File: config.mk
export PLATFORM = sky130hd
export DESIGN_NAME = lc3_mem_responder
export DESIGN_NICKNAME = d
export VERILOG_FILES = /design/src/rtl/lc3_mem_responder.sv
export SDC_FILE = /design/constraint.sdc
export NUM_CORES = 2
export LEC_CHECK = 0
export CAP_MARGIN = 20
export CORE_UTILIZATION = 60
export CTS_CLUSTER_DIAMETER = 120
export CTS_CLUSTER_SIZE = 30
export DETAILED_ROUTE_END_ITERATION = 7
export MAX_ROUTING_LAYER = met4
export PLACE_DENSITY = 0.83
export SYNTH_ARGS = -nofsm -noshare
export SYNTH_HDL_FRONTEND = slang
export SYNTH_SLANG_ARGS = --single-unit
File: constraint.sdc
create_clock -name clk -period 5.2 [get_ports clk]
set_input_delay 0.52 -clock clk [delete_from_list [all_inputs] [get_ports clk]]
set_output_delay 0.52 -clock clk [all_outputs]
set_load 0.02 [all_outputs]
File: src/rtl/lc3_mem_responder.sv
// Memory-side responder for the LC-3 MAR/MDR protocol: owns MAR, MDR and a
// word-addressed RAM, with optional wait states and a backdoor preload port.
module lc3_mem_responder #(
  parameter int ADDR_W  = 8,
  parameter int LATENCY = 0
) (
  input  logic              clk,
  input  logic              resetN,
  input  logic              ldMAR,
  input  logic              ldMDR,
  input  logic              selMDR,
  input  logic              memWE,
  input  logic [15:0]       bus,
  output logic [15:0]       mdrOut,
  output logic [15:0]       marOut,
  output logic              memReady,
  output logic              errOverlap,
  input  logic              loadWE,
  input  logic [ADDR_W-1:0] loadAddr,
  input  logic [15:0]       loadData
);

  localparam int DEPTH = 2 ** ADDR_W;
  localparam logic [3:0] LAT4 = 4'(LATENCY);

  typedef enum logic [1:0] {IDLE, RD_WAIT, WR_WAIT} state_t;

  state_t            state, nextState;
  logic [3:0]        counter;
  logic [15:0]       mar, mdr, capData;
  logic [ADDR_W-1:0] capAddr, marIdx;
  logic [15:0]       ram [DEPTH];

  logic              isIdle, frontReq, rdReq, wrReq, lastWait, loadOk;
  logic              ramWe;
  logic [ADDR_W-1:0] ramIdx;
  logic [15:0]       ramData;

  // Upper MAR bits are ignored, so addresses alias modulo DEPTH.
  assign marIdx   = mar[ADDR_W-1:0];
  assign isIdle   = (state == IDLE);
  assign frontReq = ldMAR | ldMDR | memWE;
  assign wrReq    = isIdle & memWE;
  assign rdReq    = isIdle & ldMDR & selMDR & ~memWE;
  assign lastWait = ~isIdle & (counter == 4'd1);
  assign loadOk   = isIdle & loadWE & ~frontReq;
  assign mdrOut   = mdr;
  assign marOut   = mar;

  // NOTE: sequential state uses non-blocking (<=) so every register samples
  // pre-edge values; blocking here would create order-dependent races.
  always_ff @(posedge clk or negedge resetN) begin
    if (!resetN) state <= IDLE;
    else         state <= nextState;
  end

  always_comb begin
    nextState = state;
    case (state)
      IDLE: begin
        if (LATENCY > 0) begin
          if (wrReq)      nextState = WR_WAIT;
          else if (rdReq) nextState = RD_WAIT;
        end
      end
      RD_WAIT, WR_WAIT: if (lastWait) nextState = IDLE;
      default:          nextState = IDLE;
    endcase
  end

  // NOTE: every combinational output gets a default before any branch so no
  // path leaves it unassigned, which would infer a latch.
  always_comb begin
    memReady = isIdle;
    ramWe    = 1'b0;
    ramIdx   = loadAddr;
    ramData  = loadData;
    if (loadOk) begin
      ramWe = 1'b1;
    end else if (wrReq && LATENCY == 0) begin
      ramWe   = resetN;
      ramIdx  = marIdx;
      ramData = mdr;
    end else if (state == WR_WAIT && lastWait) begin
      ramWe   = resetN;
      ramIdx  = capAddr;
      ramData = capData;
    end
  end

  always_ff @(posedge clk or negedge resetN) begin
    if (!resetN) begin
      counter    <= 4'd0;
      mar        <= 16'h0000;
      mdr        <= 16'h0000;
      capAddr    <= '0;
      capData    <= 16'h0000;
      errOverlap <= 1'b0;
    end else if (isIdle) begin
      if (ldMAR) mar <= bus;
      if (ldMDR && !selMDR)             mdr <= bus;
      else if (rdReq && LATENCY == 0)   mdr <= ram[marIdx];
      // Address and data are captured from pre-edge MAR/MDR.
      if (wrReq || rdReq) begin
        capAddr <= marIdx;
        capData <= mdr;
        counter <= LAT4;
      end
      if ((memWE && ldMDR && selMDR) || (loadWE && frontReq)) errOverlap <= 1'b1;
    end else begin
      counter <= counter - 4'd1;
      if (state == RD_WAIT && lastWait) mdr <= ram[capAddr];
      if (frontReq || loadWE) errOverlap <= 1'b1;
    end
  end

  // NOTE: the RAM array has no reset on purpose; preloaded contents must
  // survive resetN, and resetting a memory would defeat RAM inference.
  always_ff @(posedge clk) begin
    if (ramWe) ram[ramIdx] <= ramData;
  end

endmodule
Word level (Yosys, flattened, before mapping)
Memories as Yosys holds them, arrays and structs flattened.
Index checks and enable logic that the tools add are counted.

storage, ports and cells
  bits in registers = 63
  RAM bits = 4096
  output and inout bits = 34
  word-level logic and storage cells = 69
  memories kept = 1

operators by class
  add/sub/neg operators = 1
  equality and inequality tests = 7
  mux-type cells = 22
  bitwise operators = 12
  reduce and logical (&&, ||, !) cells = 19

memory list
  memory  words  bits a word  rd ports  clocked after memory_dff  wr ports  line  source
  ram     256    16           2         0                         1         32    logic [15:0] ram [DEPTH];

operator list
  operator                                                                  number
  16-bit two-way mux                                                        7
  8-bit two-way mux                                                         3
  2-bit AND reduction                                                       5
  1-bit two-way mux                                                         8
  4-bit two-way mux                                                         2
  1-bit AND                                                                 7
  1-bit logical AND                                                         6
  4-bit by 1-bit equality test with 1-bit output (second input constant)    1
  2-bit by 1-bit inequality test with 1-bit output (second input constant)  2
  2-bit one-hot mux with 2 select lines                                     1
  2-bit nonzero test                                                        2
  4-bit by 1-bit subtractor with 4-bit output (second input constant)       1
  1-bit logical OR                                                          3
  3-bit by 1-bit inequality test with 1-bit output (second input constant)  1
  1-bit inverter                                                            3
  2-bit by 1-bit equality test with 1-bit output (second input constant)    1
  2-bit equality test (second input constant)                               1
  2-bit logical NOT                                                         1
  2-bit two-way mux                                                         1
  2-bit inequality test (second input constant)                             1
  1-bit OR                                                                  2
  2-bit OR reduction                                                        1
  1-bit logical NOT                                                         1

Longest topological paths before layout
  depth in word-level cells = 9
  depth in mapped cells = 13

Worst setup path before layout
No wires, ideal clock.

  path type = input to register
  start point = input memWE
  end point = memory ram[0][4] (data pin)
  setup time = 557 ps
  arrival = 3347 ps
  data required time = 4643 ps
  path slack = 1296 ps
  cell stages on the path = 4
  cell sequence = clkbuf_1 > buf_1 > buf_1 > mux2_2

between the ends
  word-level cells in the longest chain between the ends = 4
  elaborated cells between the ends (all ways) = 6

ends and longest elaborated chain
  item                    line  source
  start, declared         12    input logic memWE,
  1-bit OR                42    assign frontReq = ldMAR | ldMDR | memWE;
  1-bit inverter          46    assign loadOk = isIdle & loadWE & ~frontReq;
  1-bit AND               46
  16-bit two-way mux (*)  78    if (loadOk) begin
  via ramData[4]          37    logic [15:0] ramData;
  end, declared           32

The timed path passes the listed nets; every way through them passes the cells marked *.

Worst setup path in the final report
  start point = register mar[0], in the netlist marOut[0]
  end point = register mdr[5], in the netlist mdrOut[5]

between the ends
  word-level cells in the longest chain between the ends = 4

ends and longest elaborated chain
  item                    line  source
  start, declared         30    logic [15:0] mar, mdr, capData;
  start signal, assigned  100   if (ldMAR) mar <= bus;
  memory 256 x 16 bit     --
  16-bit two-way mux      102   else if (rdReq && LATENCY == 0) mdr <= ram[marIdx];
  16-bit two-way mux      101   if (ldMDR && !selMDR) mdr <= bus;
  16-bit two-way mux      99    end else if (isIdle) begin
  end signal, assigned    101
  end signal, assigned    102
  end signal, assigned    112   if (state == RD_WAIT && lastWait) mdr <= ram[capAddr];
  end, declared           30

Every way passes these cells. The select of a mux whose other input is x is not followed.
A chain may end at the register's enable or synchronous reset.

==> summary.md <==
| Metric | Value |
|---|---|
| Final setup viols | `0` |
| DP Area | `168000 um^2` |
| WP data required | `6.01 ns` |
| Net count, final | `7971` |
| Clock power frac | `25.0%` |
| I/O pin total | `81` |
| HPWL after detailed placement | `~270000 um` |
| Total track usage | `34.4%` |
| Cell variety after synth | `76` |
| Total die area | `approximately 270000 um^2` |
| Worst slew pin tran | `~1.4 ns` |
| DRT Pass-1 Iters | `8` |
| Comb pwr share | `between 10% and 20%` |
| Slew headroom | `8.19%` |
| PortBufs | `~80` |
| WP data arrival | `a little under 6 ns` |
| CTS Sinks | `around 4100` |
| Class of the most critical setup path | `flip-flop to flip-flop` |
| RePlAce Congestion | `about 1.0` |
| RSZ-0062 raised after global routing | `false` |
| Final period util | `a little over nine tenths` |
| Maximum clock rate | `0.196 GHz` |
| Longest Clk Path Bufs | `3` |
| Switching Share | `24.9%` |
| Worst setup EP type | `flip-flop` |
| Antenna Nets Post-Route | `0` |
| Clock transition at path regs | `about 0.12 ns` |
| Cell-internal power | `0.0463 W` |
| Vias in the first global route | `approximately 82000` |
| Tmin final | `5.10 ns` |
| Worst IR Drop VDD | `roughly 0.48 mV` |
| HP Class | `input pin to flip-flop` |
| Row count | `about 190` |
| Grt total ovfl | `0` |
| Worst Setup Slack, final | `between 0.09 and 0.1 ns` |
| Cell Area, Synth | `roughly 160000 um^2` |
| CP startpoint kind | `flip-flop` |
| Setup Skew | `0.0643 ns` |
| # DRC | `0` |
| Pwr Total | `slightly above 0.06 W` |
| Power per cell area | `around 360 nW/um^2` |
| Vias per cell | `7.45` |
| Fraction of layout cells with a size suffix above 1 | `between 20% and 30%` |
| # fillers | `approximately 16000` |
| Fin area | `about 170000 um^2` |
| Core area | `about 270000 um^2` |
| Post-synth EDFFs | `around 4000` |
| Post-CTS Setup Inserts | `0` |
| Critical Path Fanout Max | `27` |
| Routed WL | `452000 um` |
| Num CTS Buffers | `157` |
| Initial core utilization | `around three fifths` |
| DR iter-0 viols | `16800` |
| CTS Root Cell | `clkbuf_16` |
| Fin. max-slew vios | `0` |
| Initial antenna violation count | `34` |
| Setup TNS | `0 ns` |
| Final Hold Viols | `0` |
| Net count after synthesis | `~7600` |
| Max-cap violation count | `0` |
| First-pass GRT wire length | `between 600000 and 700000 um` |
| Via count | `86200` |
| Clk Latency, worst-skew pair | `between 0.9 and 1 ns` |
| Mapped Cells | `7540` |
| Async set-reset flop share out of synthesis | `0.799%` |
| Routed WL per cell | `39.0 um` |
| Status | `completed` |
| Psw | `between 0.015 and 0.02 W` |
| Pin count of the biggest net entering global routing | `approximately 160` |
| Top FF cell, synth | `edfxtp_1` |
| Dpl ws | `roughly 0.087 ns` |
| Area Growth Syn to Fin | `7.75%` |
| Reg power frac | `just over 60%` |
| Warning count from the yosys run | `0` |
| Die Span Y | `519 um` |
| DIE WIDTH | `~520 um` |
| Register area share after synthesis | `between 70 and 80%` |
| H-tree depth | `4` |
| LEAKAGE | `roughly 54 nW` |
| Post-synthesis sequential element count | `between 4000 and 5000` |
| Syn avg cell area | `approximately 21 um^2` |
| TritonCTS clock tree | `yes` |
power by group through the flow:
stage	clock network [W]	logic, W	registers [W]
after CTS	0.0153	0.00761	0.0383
final	0.0154	0.00789	0.0384
after global routing	0.0163	0.00797	0.0383
after detailed placement	0	0.00755	0.0391
after global placement	0	0.00725	0.0391
after floorplan	0	0.00420	0.0392
Yosys cell counts, drive strengths merged (49+ instances only):
library cell / instances / area share (%)
edfxtp: 4096 / 77
buf: 269 / 1.5
nor2: 336 / 0.79
nand3: 49 / 0.15
o21ai: 74 / 0.23
a21oi: 172 / 0.54
mux4: 793 / 11
o221ai: 180 / 0.99
o22ai: 110 / 0.43
nor3: 81 / 0.25
nand2: 128 / 0.30
mux2i: 569 / 3.6
a22oi: 140 / 0.66
clkbuf: 184 / 0.43
per-layer routing:
layer  wire, um  global-route usage [%]  share of wire [%]  vias to the layer above
met1     142000                    42.4                 31                    43600
li1           -                       -                  -                    32300
met2     206000                    50.7                 46                     8593
met3      67500                    9.97                 15                     1713
met5          0                       -                  0                        -
met4      36300                    21.6                8.0                        0
repair_timing:
action / in CTS / in global routing
hold buffers: 1 / 0
endpoints found under the hold margin: 33 / 0
gates resized for setup: 0 / 1
setup endpoints to repair: 0 / 1
layout make-up:
| class | instances | area, um^2 | share of cell area [%] |
|---|---|---|---|
| inverter | 11 | 51.3 | 0.0297 |
| timing repair buffer | 678 | 6120 | 3.54 |
| multi-input combinational | 2947 | 33500 | 19.4 |
| antenna | 38 | 95.1 | 0.0551 |
| clock buffer | 221 | 4210 | 2.44 |
| sequential | 4129 | 124000 | 71.8 |
| clock inverter | 17 | 251 | 0.146 |
| tap | 3533 | 4420 | 2.56 |
cells in the final DEF (no fill, tap or decap), types with 6 or more instances in the layout:
| cell type | instances |
|---|---|
| o211ai_1 | 14 |
| o21ai_0 | 68 |
| mux2_8 | 16 |
| a22o_1 | 38 |
| clkbuf_16 | 159 |
| o21a_1 | 6 |
| nor3_1 | 80 |
| buf_12 | 66 |
| o2111ai_1 | 7 |
| mux4_2 | 790 |
| mux2i_1 | 569 |
| nor2b_1 | 7 |
| a221oi_1 | 29 |
| dfrtp_1 | 26 |
| nor4_1 | 10 |
| buf_4 | 531 |
| clkbuf_1 | 62 |
| a32o_1 | 9 |
| and3_1 | 6 |
| o221ai_1 | 179 |
| diode_2 | 38 |
| nor2_2 | 17 |
| a21oi_1 | 172 |
| o21ai_1 | 6 |
| nand2b_1 | 10 |
| mux2_2 | 22 |
| a2111oi_0 | 10 |
| nor2_1 | 317 |
| inv_1 | 6 |
| a22oi_1 | 140 |
| clkdlybuf4s50_1 | 75 |
| a31oi_1 | 24 |
| nand3_1 | 49 |
| o22ai_1 | 110 |
| inv_6 | 8 |
| edfxtp_1 | 4096 |
| a211oi_1 | 8 |
| nand4_1 | 9 |
| nand2_1 | 125 |
cell families after synthesis:
family,count (synthesis),share of synthesized area [%]
other,1,0.00234
flip-flops,4129,77.3
multiplexers,1401,15.0
buffers and inverters,464,1.95
AND/OR/NAND/NOR,673,1.82
AO/OA/AOI/OAI,872,3.90
metrics by stage:
step / instances / utilization [%] / hold WS, ns
finish: 11600 / 65.0 / 0.231
global route: 11600 / 65.0 / 0.228
CTS: 11500 / 65.0 / 0.195
detailed placement: 11300 / 63.3 / 0.505
global placement: 11300 / 63.3 / 0.461
floorplan: 7540 / - / 0.224
sequential cells by signal, indices dropped and copies added, names as in the netlist:
signal,flops
ram,4096
marOut,16
mdrOut,16
errOverlap,1
critical path: stages, from the launching register on:
cell,delay [ns]
dfrtp_4,1.00
buf_12,0.38
buf_12,0.31
buf_4,0.29
mux4_2,0.53
mux2i_1,0.53
o21ai_0,0.39
nor2_1,0.51
a22oi_1,0.53
a32o_1,0.39
worst paths after layout:
path                            depth (start not counted)  slack (ns)  startpoint          to
worst max-delay path                                    9         0.1   marOut[0]   mdrOut[5]
min in group asynchronous                               3        0.32      resetN  errOverlap
max in group asynchronous                               3        4.24      resetN   marOut[4]
worst max register to register                          9         0.1   marOut[0]   mdrOut[5]
worst min-delay path                                    4        0.23       ldMAR   marOut[6]
worst min register to register                          1        0.52  errOverlap  errOverlap
Power figures use the tool's default switching activity.
